<file path="config.mk">
export PLATFORM = sky130hd
export DESIGN_NAME = alu_lsr_iter
export DESIGN_NICKNAME = d
export VERILOG_FILES = /design/src/rtl/alu_shift_pkg.sv /design/src/rtl/alu_lsr_iter.sv
export SDC_FILE = /design/constraint.sdc
export NUM_CORES = 1
export LEC_CHECK = 0
export CORE_AREA = 5 5 60 62
export CTS_CLUSTER_DIAMETER = 200
export DETAILED_ROUTE_END_ITERATION = 8
export DIE_AREA = 0 0 65 67
export HOLD_SLACK_MARGIN = 0.15
export PLACE_DENSITY = 0.76
export SLEW_MARGIN = 5
export SYNTH_ARGS = -nofsm -noshare
export SYNTH_HDL_FRONTEND = slang
export SYNTH_SLANG_ARGS = --single-unit
</file>
<file path="constraint.sdc">
create_clock -name clk -period 1.86 [get_ports clk]
set_input_delay 0.558 -clock clk [delete_from_list [all_inputs] [get_ports clk]]
set_output_delay 0.558 -clock clk [all_outputs]
set_load 0.01 [all_outputs]
</file>
<file path="src/rtl/alu_shift_pkg.sv">
// Shared definitions for the ALU shift/rotate operators.
// State encoding, default widths and shift-kind encodings.
package alu_shift_pkg;

  localparam int WIDTH = 16;
  localparam int CNT_W = 4;

  localparam logic SHIFT_LOGICAL = 1'b0;
  localparam logic SHIFT_ARITH   = 1'b1;

  typedef enum logic [1:0] {
    IDLE  = 2'd0,
    SHIFT = 2'd1,
    DONE  = 2'd2
  } shift_state_e;

endpackage

</file>
<file path="src/rtl/alu_lsr_iter.sv">
// Iterative one-bit-per-cycle right shifter (logical/arithmetic)
// with a start/busy/done handshake for the multi-cycle datapath.
module alu_lsr_iter
  import alu_shift_pkg::*;
#(
  parameter int WIDTH = alu_shift_pkg::WIDTH,
  parameter int CNT_W = alu_shift_pkg::CNT_W
) (
  input  logic             clk,
  input  logic             rst_n,
  input  logic             start,
  input  logic             arith,
  input  logic [WIDTH-1:0] operand1,
  input  logic [CNT_W-1:0] immediate_offset,
  output logic             busy,
  output logic             done,
  output logic [WIDTH-1:0] dout,
  output logic             carry_out
);

  shift_state_e     state_q, state_d;
  logic [WIDTH-1:0] data_q, data_d;
  logic [CNT_W-1:0] cnt_q, cnt_d;
  logic             fill_q, fill_d;
  logic             carry_q, carry_d;
  logic             busy_q, busy_d;
  logic             done_q, done_d;

  always_comb begin
    state_d = state_q;
    data_d  = data_q;
    cnt_d   = cnt_q;
    fill_d  = fill_q;
    carry_d = carry_q;
    unique case (state_q)
      SHIFT: begin
        carry_d = data_q[0];
        data_d  = {fill_q, data_q[WIDTH-1:1]};
        cnt_d   = cnt_q - CNT_W'(1);
        if (cnt_q == CNT_W'(1))
          state_d = DONE;
      end
      default: begin
        state_d = IDLE;
        if (start) begin
          data_d  = operand1;
          cnt_d   = immediate_offset;
          fill_d  = operand1[WIDTH-1] & (arith == SHIFT_ARITH);
          carry_d = 1'b0;
          state_d = (immediate_offset == '0) ? DONE : SHIFT;
        end
      end
    endcase
    busy_d = (state_d == SHIFT);
    done_d = (state_d == DONE);
  end

  always_ff @(posedge clk or negedge rst_n) begin
    if (!rst_n) begin
      state_q <= IDLE;
      data_q  <= '0;
      cnt_q   <= '0;
      fill_q  <= 1'b0;
      carry_q <= 1'b0;
      busy_q  <= 1'b0;
      done_q  <= 1'b0;
    end else begin
      state_q <= state_d;
      data_q  <= data_d;
      cnt_q   <= cnt_d;
      fill_q  <= fill_d;
      carry_q <= carry_d;
      busy_q  <= busy_d;
      done_q  <= done_d;
    end
  end

  assign busy      = busy_q;
  assign done      = done_q;
  assign dout      = data_q;
  assign carry_out = carry_q;

endmodule

</file>
After elaboration in Yosys (flattened, before gate mapping)

Index checks and enable logic that the tools add are counted.
Widths: inputs -> output; s select.

Bits in registers: 26
Bits of input ports: 24
Output and inout bits: 19
Logic and storage cells: 27

Add/sub/neg operators: 1
Equal/unequal tests: 4
Multiplexer cells: 10
Bitwise operators: 2
Reduce and logical (&&, ||, !) cells: 3

Operator list:

| kind                | count |
|---|---|
| $mux 16             | 2 |
| $mux 2              | 4 |
| $mux 4              | 2 |
| $eq 2x1->1 const B  | 2 |
| $eq 4x1->1 const B  | 1 |
| $logic_not 4->1     | 1 |
| $sub 4x1->4 const B | 1 |
| $eq 2x2->1 const B  | 1 |
| $mux 1              | 2 |
| $reduce_and 2->1    | 1 |
| $reduce_bool 2->1   | 1 |
| $and 1x1->1         | 1 |
| $not 1->1           | 1 |

Logic depth before layout (Yosys ltp)

Gate-level depths: netlist (run 1).

Word-level depth: 5
Gate-level depth with buffers: 5
Depth with buffers taken out: 5

Least setup slack after synthesis (run 1)

No wires, ideal clock.

Path kind: input -> register
Start: in start
End: reg cnt_q[2]
Library setup time: 0.123 ns
Arrival time: 1.174 ns
Required time: 1.737 ns
Setup slack: 0.563 ns
Cell stages on the path: 3
Buffers on the path: 1
Cell sequence: buf_4 mux2_4 o221a_1

Longest elaborated chain between the ends: 1

RTL lines:

| item                        | line               | RTL |
|---|---|---|
| from (decl)                 | alu_lsr_iter.sv:11 | `input logic start,` |
| $reduce_bool 2->1 (no line) | n/a                |  |
| to (signal assigned)        | alu_lsr_iter.sv:70 | `cnt_q <= cnt_d;` |
| to (decl)                   | alu_lsr_iter.sv:23 | `logic [CNT_W-1:0] cnt_q, cnt_d;` |

Every way passes these cells.
A chain may end at the register's enable or synchronous reset.

Worst setup path in the final report (run 1)

Start: reg data_q[0] (netlist: dout[0])
End: out dout[0]

RTL lines:

| item                   | line               | RTL |
|---|---|---|
| from (decl)            | alu_lsr_iter.sv:22 | `logic [WIDTH-1:0] data_q, data_d;` |
| from (signal assigned) | alu_lsr_iter.sv:69 | `data_q <= data_d;` |
| to (decl)              | alu_lsr_iter.sv:17 | `output logic [WIDTH-1:0] dout,` |

No word-level cell between the ends.

==> results of run 1 <==
[repair_timing]
item / in CTS / in global routing
setup buffers: 0 / 4
endpoints found under the setup margin: 0 / 15
resized for setup: 0 / 11
[cell families after synthesis]
logic type | count (synthesis) | synth area share (%)
flops | 26 | 51.1
simple gates | 35 | 13.7
compound gates | 25 | 12.1
mux | 18 | 14.9
fa+ha+maj | 2 | 1.96
buf+inv | 10 | 6.29
[final timing paths]
path,startpoint,endpoint,slack (ns),cells past startpoint
min in group asynchronous,rst_n,cnt_q[2],0.60,2
max,dout[0],dout[0],0.05,1
min,fill_q,fill_q,0.51,1
max in group asynchronous,rst_n,dout[3],1.02,2
max reg2reg,state_q[1],cnt_q[3],0.40,4
min reg2reg,fill_q,fill_q,0.51,1
[final cells by class]
type	instances	area share, %
tap	33	2.31
inverter	2	0.420
multi-input combinational	80	30.4
sequential	26	36.4
timing repair buffer	50	29.2
clock buffer	3	1.26
[power breakdown]
group | internal (uW) | total (uW) | switching, uW
Clock | 75.9 | 232 | 156
Combinational | 652 | 1220 | 573
Sequential | 817 | 1000 | 184
Total | 1540 | 2460 | 912
[cell usage in the layout (no fill, tap or decap), drive strengths merged]
| cell type | n |
|---|---|
| mux2 | 2 |
| o221a | 1 |
| clkdlybuf4s50 | 31 |
| o211a | 3 |
| nor4 | 1 |
| nand3 | 3 |
| nand4 | 1 |
| a21bo | 1 |
| mux2i | 16 |
| o22ai | 2 |
| nor3 | 1 |
| nor3b | 1 |
| o21ai | 16 |
| inv | 2 |
| a21oi | 2 |
| nand2 | 24 |
| buf | 8 |
| nand2b | 1 |
| clkbuf | 3 |
| dlymetal6s2s | 11 |
| nor2b | 1 |
| nand3b | 2 |
| ha | 2 |
| dfrtp | 26 |
[metal layers]
layer | vias to the layer above | track usage (%) | part of all wire (%)
met3 | 3 | 4.55 | 7.2
met2 | 35 | 26.7 | 48
li1 | 497 | - | -
met5 | - | 0 | 0
met4 | 0 | 3.96 | 0.75
met1 | 488 | 18.5 | 44
[stage by stage]
stage / TNS, ns / instance area, um^2
final: 0 / 1790
after global routing: -0.0148 / 1790
after CTS: 0 / 1730
after detailed placement: -0.0175 / 1710
after global placement: 0 / 1710
after floorplan: 0 / 1270
[registers in the layout, summed over array words and instances, names as in the netlist]
register	cells
busy	1
cnt_q	4
state_q	2
dout	16
fill_q	1
carry_out	1
done	1
==> qor.log, run 1 <==
[clock_network] number of H-tree levels 1
[clock_network] Inserted Clock Buffers 3
[setup_path] library cell contributing the largest single delay on the critical path clkdlybuf4s50_1
[placement] final RePlAce weighted congestion 0.715
[logic_synthesis] Post-synth EDFFs 0
[route] remaining antenna violation count after routing 0
[logic_synthesis] number of different library cells in the post-synthesis netlist 25
[flow_run] max-cap check violation count 0
[finish] area of the multi-input gates 543 um^2
[pwr] Static Leak 0.000963 uW
[setup_path] kind of end point of the critical path output pin
[logic_synthesis] Yosys top cell area share 51.1%
[timing] final slew viol count 0
[min_path] Hold/Removal Path Class reg2reg
[finish] ant diodes 0
[timing] final worst path period share 97.4%
[floorplan] y dimension of the die 67 um
[timing] # setup viols final 0
[floorplan] number of cell rows 20
[setup_path] crit path launch type register
[logic_synthesis] dominant cells by area after synthesis dfrtp_1 (51%), mux2i_1 (13%), nand2_1 (6.8%)
[route] routed via count divided by cell count 5.27
[floorplan] effective utilization at floorplan 42.8%
[floorplan] die width 65 um
[clock_network] clock latency of the later-clocked register in the worst-skew pair 0.32 ns
[clock_network] Reg clk slew, reported paths 0.13 ns
[grt] overall global routing resource usage 15.4%
[timing] transition time at the pin with the least slew margin 0.406 ns
[timing] number of failing hold endpoints at the final stage 0
[setup_path] Data arrival, critical path 1.25 ns
[logic_synthesis] post-synthesis instance area 1270 um^2
[pwr] power density normalized to cell area 1380 nW/um^2
[grt] global-route wire length before repair 5220 um
[placement] Final HPWL DP 2200 um
[placement] number of I/O port buffers 42
[route] total detailed-routing wirelength 2950 um
[grt] total overflow reported by the global router 0
[logic_synthesis] top cell types by occurrence after synthesis dfrtp_1 (26), nand2_1 (23), mux2i_1 (16), o21ai_0 (8), o21ai_1 (8)
[floorplan] boundary pin count 43
[grt] vias in the first global route 1,124
[setup_path] category of cells accounting for the largest share of critical-path delay buffers and inverters
[status] run status finished, final reports clean
[clock_network] maximum root-to-sink buffer count 2
[clock_network] hold-fix buffer count after cts 0
[pwr] worst vdd rail ir drop 815 uV
[setup_path] worst endpoint required time 1.30 ns
[timing] Post-Route Skew 0.00400 ns
[timing] worst setup slack after layout 0.0484 ns
[clock_network] CTS tree done
[route] first-pass detailed-route iteration total 4
[finish] filler-free cell count of the finished design 194
[finish] final core occ 60.0%
[logic_synthesis] leading area contributor after synthesis dfrtp_1
[floorplan] floorplan core area 2980 um^2
[setup_path] sum of buffers and inverters on the critical path 1
[setup_path] Crit path largest cell delay 0.55 ns
[finish] FILL cells 274
[logic_synthesis] share of flip-flops with an asynchronous set or reset after synthesis 100%
[finish] count of nets after finishing 189
[finish] growth of design area from synthesis to finish 40.2%
[clock_network] TritonCTS Sinks 26
[floorplan] area enclosed by the die boundary 4360 um^2
[timing] relative slew slack 72.9%
[setup_path] worst setup path class reg2out
[grt] largest net degree at the start of global routing 27
[finish] fraction of layout instances using a drive strength above 1 10.6%
[logic_synthesis] number of warnings issued by yosys 0
[logic_synthesis] post-synth net total 142
[logic_synthesis] most frequently used cell type in the post-synthesis netlist dfrtp_1
[timing] crit path time final 1.81 ns
[timing] Max Freq 0.552 GHz
[logic_synthesis] most used flip-flop cell after synthesis dfrtp_1
[setup_path] highest net fanout along the worst path 2
[logic_synthesis] sequential share of the synthesized area 51.1%
[route] initial DRC count 23
[logic_synthesis] mean instance size in the synthesized netlist 11.0 um^2
[route] DR WL/cell 15.2 um
[placement] worst slack at placement -0.0175 ns
[pwr] overall power of the completed layout 2460 uW
[logic_synthesis] Gate Count Post-Synth 116
[route] via count 1,023
[logic_synthesis] flop and latch count out of synthesis 26
[finish] FF/Latch Area 651 um^2
[grt] number of antenna violations at the first check in global routing 0
[timing] final-layout worst hold slack 0.511 ns
[clock_network] Clock Root Buffer clkbuf_4
[route] DRC violation count after routing 0
[placement] Inst Count DP 187
[setup_path] CP Cell Sequence clkdlybuf4s50_1
Note: power is estimated with default switching activity, not from simulation.
==> inputs of run 2 (changes only) <==
- CTS_BUF_LIST: default -> sky130_fd_sc_hd__clkbuf_4
==> results of run 2 <==
Same layout as run 1: the final DEF is identical, and so are final timing and power.
